--- src/rtl/fp_to_int_pipe.sv ---
// Two-stage float-to-integer converter (fcvt.w.s / fcvt.wu.s).
// Stage 1 decodes and aligns; stage 2 rounds, saturates and flags.
module fp_to_int_pipe #(
   parameter int EXPWIDTH  = 8,
   parameter int PRECISION = 24,
   parameter int INTWIDTH  = 32,
   parameter int TAGWIDTH  = 8
) (
   input  logic                          clk,
   input  logic                          rst_n,
   input  logic                          in_valid_i,
   output logic                          in_ready_o,
   input  logic [EXPWIDTH+PRECISION-1:0] a_i,
   input  logic                          is_signed_i,
   input  logic [2:0]                    rm_i,
   input  logic [TAGWIDTH-1:0]           tag_i,
   output logic                          out_valid_o,
   input  logic                          out_ready_i,
   output logic [INTWIDTH-1:0]           result_o,
   output logic [4:0]                    fflags_o,
   output logic [TAGWIDTH-1:0]           tag_o
);

   localparam int W    = EXPWIDTH + PRECISION;
   localparam int IW1  = INTWIDTH + 1;
   localparam int FW   = IW1 + PRECISION;
   localparam int BIAS = 2**(EXPWIDTH-1) - 1;
   localparam int SHW  = $clog2(IW1 + 1);

   localparam logic [IW1:0] LIM_SP = {3'b000, {(INTWIDTH-1){1'b1}}};
   localparam logic [IW1:0] LIM_SN = {3'b001, {(INTWIDTH-1){1'b0}}};
   localparam logic [IW1:0] LIM_UP = {2'b00, {INTWIDTH{1'b1}}};

   logic                 w_s1_ready;
   logic                 w_s2_ready;

   logic                 w_sign;
   logic [EXPWIDTH-1:0]  w_exp;
   logic [PRECISION-2:0] w_frac;
   logic                 w_nan;
   int                   w_e;
   logic                 w_ovf;
   logic [IW1-1:0]       w_int;
   logic                 w_g;
   logic                 w_s;
   logic [SHW-1:0]       w_sh;
   logic [FW-1:0]        w_fix;

   logic                 r1_valid;
   logic                 r1_sign;
   logic                 r1_nan;
   logic                 r1_ovf;
   logic [IW1-1:0]       r1_int;
   logic                 r1_g;
   logic                 r1_s;
   logic [2:0]           r1_rm;
   logic                 r1_signed;
   logic [TAGWIDTH-1:0]  r1_tag;

   logic                 w_inx;
   logic                 w_rup;
   logic [IW1:0]         w_sum;
   logic                 w_ok;
   logic [INTWIDTH-1:0]  w_maxp;
   logic [INTWIDTH-1:0]  w_minn;
   logic [INTWIDTH-1:0]  w_res;
   logic [4:0]           w_flags;

   logic                 r2_valid;
   logic [INTWIDTH-1:0]  r2_res;
   logic [4:0]           r2_flags;
   logic [TAGWIDTH-1:0]  r2_tag;

   assign w_s2_ready = !r2_valid || out_ready_i;
   assign w_s1_ready = !r1_valid || w_s2_ready;
   assign in_ready_o = w_s1_ready;

   assign w_sign = a_i[W-1];
   assign w_exp  = a_i[W-2 -: EXPWIDTH];
   assign w_frac = a_i[PRECISION-2:0];
   assign w_nan  = (&w_exp) && (|w_frac);
   assign w_e    = int'(w_exp) - BIAS;

   // Hidden bit sits just below the binary point at shift 0 (e = -1).
   always_comb begin
      w_ovf = 1'b0;
      w_int = '0;
      w_g   = 1'b0;
      w_s   = 1'b0;
      w_sh  = '0;
      w_fix = '0;
      if (w_nan) begin
         w_ovf = 1'b0;
      end else if (w_exp == '0) begin
         w_s = |w_frac;
      end else if (w_e >= IW1) begin
         w_ovf = 1'b1;
      end else if (w_e < -1) begin
         w_s = 1'b1;
      end else begin
         w_sh  = SHW'(w_e + 1);
         w_fix = FW'({1'b1, w_frac}) << w_sh;
         w_int = w_fix[FW-1 -: IW1];
         w_g   = w_fix[PRECISION-1];
         w_s   = |w_fix[PRECISION-2:0];
      end
   end

   always_ff @(posedge clk or negedge rst_n) begin
      if (!rst_n) begin
         r1_valid  <= 1'b0;
         r1_sign   <= 1'b0;
         r1_nan    <= 1'b0;
         r1_ovf    <= 1'b0;
         r1_int    <= '0;
         r1_g      <= 1'b0;
         r1_s      <= 1'b0;
         r1_rm     <= '0;
         r1_signed <= 1'b0;
         r1_tag    <= '0;
      end else if (w_s1_ready) begin
         r1_valid <= in_valid_i;
         if (in_valid_i) begin
            r1_sign   <= w_sign;
            r1_nan    <= w_nan;
            r1_ovf    <= w_ovf;
            r1_int    <= w_int;
            r1_g      <= w_g;
            r1_s      <= w_s;
            r1_rm     <= rm_i;
            r1_signed <= is_signed_i;
            r1_tag    <= tag_i;
         end
      end
   end

   assign w_inx = r1_g | r1_s;

   always_comb begin
      case (r1_rm)
         3'd1:    w_rup = 1'b0;
         3'd2:    w_rup = r1_sign & w_inx;
         3'd3:    w_rup = !r1_sign & w_inx;
         3'd4:    w_rup = r1_g;
         default: w_rup = r1_g & (r1_s | r1_int[0]);
      endcase
   end

   assign w_sum = {1'b0, r1_int} + {{IW1{1'b0}}, w_rup};

   always_comb begin
      if (r1_signed) begin
         w_ok   = r1_sign ? (w_sum <= LIM_SN) : (w_sum <= LIM_SP);
         w_maxp = {1'b0, {(INTWIDTH-1){1'b1}}};
         w_minn = {1'b1, {(INTWIDTH-1){1'b0}}};
      end else begin
         w_ok   = r1_sign ? (w_sum == '0) : (w_sum <= LIM_UP);
         w_maxp = {INTWIDTH{1'b1}};
         w_minn = '0;
      end
   end

   // NaN saturates positive regardless of its sign bit.
   always_comb begin
      w_res   = '0;
      w_flags = '0;
      if (r1_nan) begin
         w_res   = w_maxp;
         w_flags = 5'b10000;
      end else if (r1_ovf || !w_ok) begin
         w_res   = r1_sign ? w_minn : w_maxp;
         w_flags = 5'b10000;
      end else begin
         w_res   = r1_sign ? -w_sum[INTWIDTH-1:0] : w_sum[INTWIDTH-1:0];
         w_flags = {4'b0000, w_inx};
      end
   end

   always_ff @(posedge clk or negedge rst_n) begin
      if (!rst_n) begin
         r2_valid <= 1'b0;
         r2_res   <= '0;
         r2_flags <= '0;
         r2_tag   <= '0;
      end else if (w_s2_ready) begin
         r2_valid <= r1_valid;
         if (r1_valid) begin
            r2_res   <= w_res;
            r2_flags <= w_flags;
            r2_tag   <= r1_tag;
         end
      end
   end

   assign out_valid_o = r2_valid;
   assign result_o    = r2_res;
   assign fflags_o    = r2_flags;
   assign tag_o       = r2_tag;

endmodule

--- config.mk ---
export PLATFORM = sky130hd
export DESIGN_NAME = fp_to_int_pipe
export DESIGN_NICKNAME = d
export VERILOG_FILES = /design/src/rtl/fp_to_int_pipe.sv
export SDC_FILE = /design/constraint.sdc
export NUM_CORES = 1
export LEC_CHECK = 0
export ABC_AREA = 1
export BUFFER_PORTS_ARGS = -buffer_cell sky130_fd_sc_hd__buf_2
export CORE_ASPECT_RATIO = 0.75
export CORE_MARGIN = 2
export CORE_UTILIZATION = 40
export DETAILED_ROUTE_END_ITERATION = 10
export PLACE_DENSITY = 0.67
export SYNTH_ARGS = -nofsm -noshare
export SYNTH_HDL_FRONTEND = slang
export SYNTH_SLANG_ARGS = --single-unit
--- constraint.sdc ---
create_clock -name clk -period 3.5 [get_ports clk]
set_clock_uncertainty 0.05 [all_clocks]
set_input_delay 0.525 -clock clk [delete_from_list [all_inputs] [get_ports clk]]
set_output_delay 0.525 -clock clk [all_outputs]
set_load 0.02 [all_outputs]
==> metrics.txt <==
status=finished, final reports clean; # port buffers=between 90 and 100; Critical Path RT=roughly 3.7 ns; largest net degree at the start of global routing=~60; dpl hpwl=18400 µm; Peak VDD IR=around 0.29 mV; Total Nets Final=between 1000 and 1500; Hold Path Class=in -> async; n_diodes=0; CTS Buf Count=9; Design Power=between 0.004 and 0.005 W; worst slew pin tran=between 1 and 1.5 ns; EDFF count, synth=0; CP cell instances=o21ai_2, o21ai_2, o311ai_2, nand2_1, ha_4, ha_4, inv_4, ha_4, inv_2, nor2_4, nand3_2, nor2_2, nand4_1, nor2_1, nand4_1, nor2_2, nand3_2, nand2_4, nand2_4, nand2_8, nand2_8, buf_4, o21ai_1, inv_1; WL per Instance=roughly 15 µm; core area=just under 20000 µm²; clock power share=0.204; post-synthesis cell type count=48; grt met1 use=0.344; routability cong.=0.968; WL final=between 20000 and 25000 µm; cells after synthesis=between 1000 and 1500; crit path DAT=approximately 3.7 ns; Worst setup EP type=register; chip height=about 130 µm; Starting DRT DRC Count=about 900; CTS tree=done; Largest stage delay, worst path=around 0.42 ns; delay-heaviest family, CP=simple AND/OR/NAND/NOR gates; #FFs+latches synth=94; Seq pwr share=0.312; routed vias=roughly 8400; antenna violations before repair=0; Final Instance Area=9650 µm²; reg2reg setup slack=0.03 ns; RR Endpoint=result_o[25]$_DFFE_PN0P_; CTS clk-pin slew, worst paths=approximately 0.07 ns; Root Driver=clkbuf_16; Final ANT Viol Nets=0; worst r2r src=r1_int[0]$_DFFE_PN0P_; Initial Util=0.410; Top FF cell, synth=dfrtp_1; Leakage=4.73 nW; Final Hold Vio Count=0; met3 Track Usage GR=0.0490; count of final max-slew check failures=0; Cell Rows=44; Int Pwr=0.00271 W; number of fill cells=roughly 2000; die area=between 20000 and 25000 µm²; Ys Warns=0; Pwr Density=between 400 and 500 nW/µm²; vias in the first global route=between 7000 and 8000; CTS H-tree lvls=3; drt drc=0; setup violators final=0; GR Overflow Total=0; Area after DPL=roughly 9000 µm²; combinational share of power=0.484; Crit Path Category=reg -> reg; sw frac=0.436; All-Layer GR Usage=0.227; CP startpoint kind=register; layout cells sized above 1=0.206; sequential element share of the synthesized area=0.295; async set-reset flop share out of synthesis=1.00; Final min period=approximately 3.5 ns; CTS Buffer Depth=2; Area growth syn-to-layout=21.1%; syn avg cell area=around 6.4 µm²; gr busiest metal=met1; first-pass GRT wire length=between 30000 and 40000 µm; most used cell along the critical path=ha_4; hold-fix buffers at CTS=0; Vias/cell=approximately 5.2; P_sw=about 0.0021 W; # IOs=95; slew margin rel.=0.317; Max Cap Viol=0; First-pass DRT Iterations=6; worst skew pair latency=0.35 ns; Die Width=167 µm; clk sinks=94; Crit path depth=24; WP buf/inv=4; crit path max fanout=5; Mapped Area=7970 µm²; GRT met2 Usage=0.330; Reg2Reg Depth=24; Slowest-stage cell, CP=dfrtp_1; fmax=around 290 MHz; Tcrit/Tclk final=0.991; unrepaired setup endpoints after global routing=yes
-- Yosys cell counts, drive strengths merged (2+ instances only) --
cell	instances	area (µm²)
nand2	367	1450
nor2	181	772
inv	150	563
o21ai	131	656
dfrtp	94	2350
nand3	65	350
clkbuf	28	105
xor2	27	236
buf	26	151
nand4	26	163
o21bai	26	270
a21oi	23	115
o221ai	15	131
nor3	13	70.1
o22ai	10	62.6
ha	9	113
xnor2	9	78.8
or2	7	43.8
mux2i	6	60.1
nor4	6	37.5
o2111ai	5	43.8
o32ai	4	35.0
a31oi	2	12.5
and2	2	12.5
clkinv	2	7.51
o211ai	2	15.0
-- power by group through the flow --
stage	combinational [W]	clock, W	sequential (W)
after detailed placement	0.00216	0	0.00151
after global routing	0.00257	0.00104	0.00153
final	0.00232	0.000979	0.00150
after floorplan	0.00122	0	0.00172
after CTS	0.00221	0.000988	0.00149
after global placement	0.00214	0	0.00151
-- per-layer routing --
metal / share of wire / wire, µm
met5: 0 / 0
met4: 0.011 / 257
met3: 0.075 / 1780
met2: 0.41 / 9810
met1: 0.50 / 12000
-- layout make-up --
cell class	instances	area (µm²)	share of cell area
Clock buffer	9	225	0.0233
Clock inverter	7	65.1	0.00674
Inverter	152	573	0.0594
Multi-Input combinational cell	949	5050	0.523
Sequential cell	94	2350	0.244
Tap cell	253	317	0.0328
Timing Repair Buffer	161	1070	0.111
-- sequential cells by signal, summed over array words and instances (netlist names), 2 cells and up --
signal    cells
r1_rm         3
fflags_o      2
result_o     32
r1_int       33
tag_o         8
r1_tag        8
-- cell usage in the layout, fill, tap and decap left out, types with 10 or more instances in the layout --
| cell | count |
|---|---|
| dfrtp_1 | 94 |
| inv_1 | 139 |
| nand3_1 | 59 |
| a21oi_1 | 23 |
| nor2_4 | 10 |
| nor2_1 | 161 |
| o21ai_0 | 112 |
| buf_4 | 62 |
| nand4_1 | 26 |
| o21ai_1 | 15 |
| nor3_1 | 10 |
| o221ai_1 | 15 |
| xor2_1 | 25 |
| o21bai_2 | 17 |
| inv_2 | 10 |
| o22ai_1 | 10 |
| nand2_2 | 15 |
| buf_2 | 90 |
| nand2_1 | 343 |
-- worst reg2reg max path: stages (launching register included) --
cell and delay (ns):
dfrtp_1 0.42, o21ai_2 0.16, o21ai_2 0.08, o311ai_2 0.07, nand2_1 0.14, ha_4 0.21
ha_4 0.26, inv_4 0.06, ha_4 0.12, inv_2 0.04, nor2_4 0.08, nand3_2 0.09
nor2_2 0.14, nand4_1 0.10, nor2_1 0.14, nand4_1 0.18, nor2_2 0.16, nand3_2 0.11
nand2_4 0.09, nand2_4 0.08, nand2_8 0.12, nand2_8 0.09, buf_4 0.20, o21ai_1 0.13
inv_1 0.06
-- worst max-delay path by stage --
stage / slack, ns / from / endpoint
2_1_floorplan: 0.14 / r1_sign$_DFFE_PN0P_ / result_o[10]$_DFFE_PN0P_
3_3_place_gp: 0.02 / r1_int[0]$_DFFE_PN0P_ / result_o[2]$_DFFE_PN0P_
3_5_place_dp: -0.15 / r1_int[0]$_DFFE_PN0P_ / result_o[0]$_DFFE_PN0P_
4_1_cts: 0.003 / r1_s$_DFFE_PN0P_ / result_o[11]$_DFFE_PN0P_
5_1_grt: -0.21 / r1_int[0]$_DFFE_PN0P_ / result_o[2]$_DFFE_PN0P_
6_report: 0.03 / r1_int[0]$_DFFE_PN0P_ / result_o[25]$_DFFE_PN0P_
-- stage by stage --
| stage | setup TNS [ns] | worst slack [ns] | utilization | hold slack (ns) | instances |
|---|---|---|---|---|---|
| floorplan | 0 | 0.144 | - | 0.179 | 1247 |
| global placement | 0 | 0.0212 | 0.462 | 0.423 | 1594 |
| detailed placement | -3.19 | -0.152 | 0.462 | 0.423 | 1594 |
| CTS | 0 | 0.00284 | 0.483 | 0.107 | 1615 |
| global route | -5.01 | -0.212 | 0.497 | 0.132 | 1625 |
| finish | 0 | 0.0327 | 0.497 | 0.0870 | 1625 |
-- cells by family after synthesis --
logic type / synth area share
other cells: 0.000470
fa+ha+maj: 0.0141
xor+xnor: 0.0396
buf+inv: 0.104
compound gates: 0.175
flops: 0.295
simple gates: 0.365
mux: 0.00753
-- timing repair --
item,4_1_cts,5_1_grt
pin swaps,5,22
endpoints found under the setup margin,32,34
gates resized for setup,10,52
hold endpoints to repair,0,0
gates cloned,1,2
buffers inserted,4,8
No activity file was read; power rests on OpenSTA's default activity.
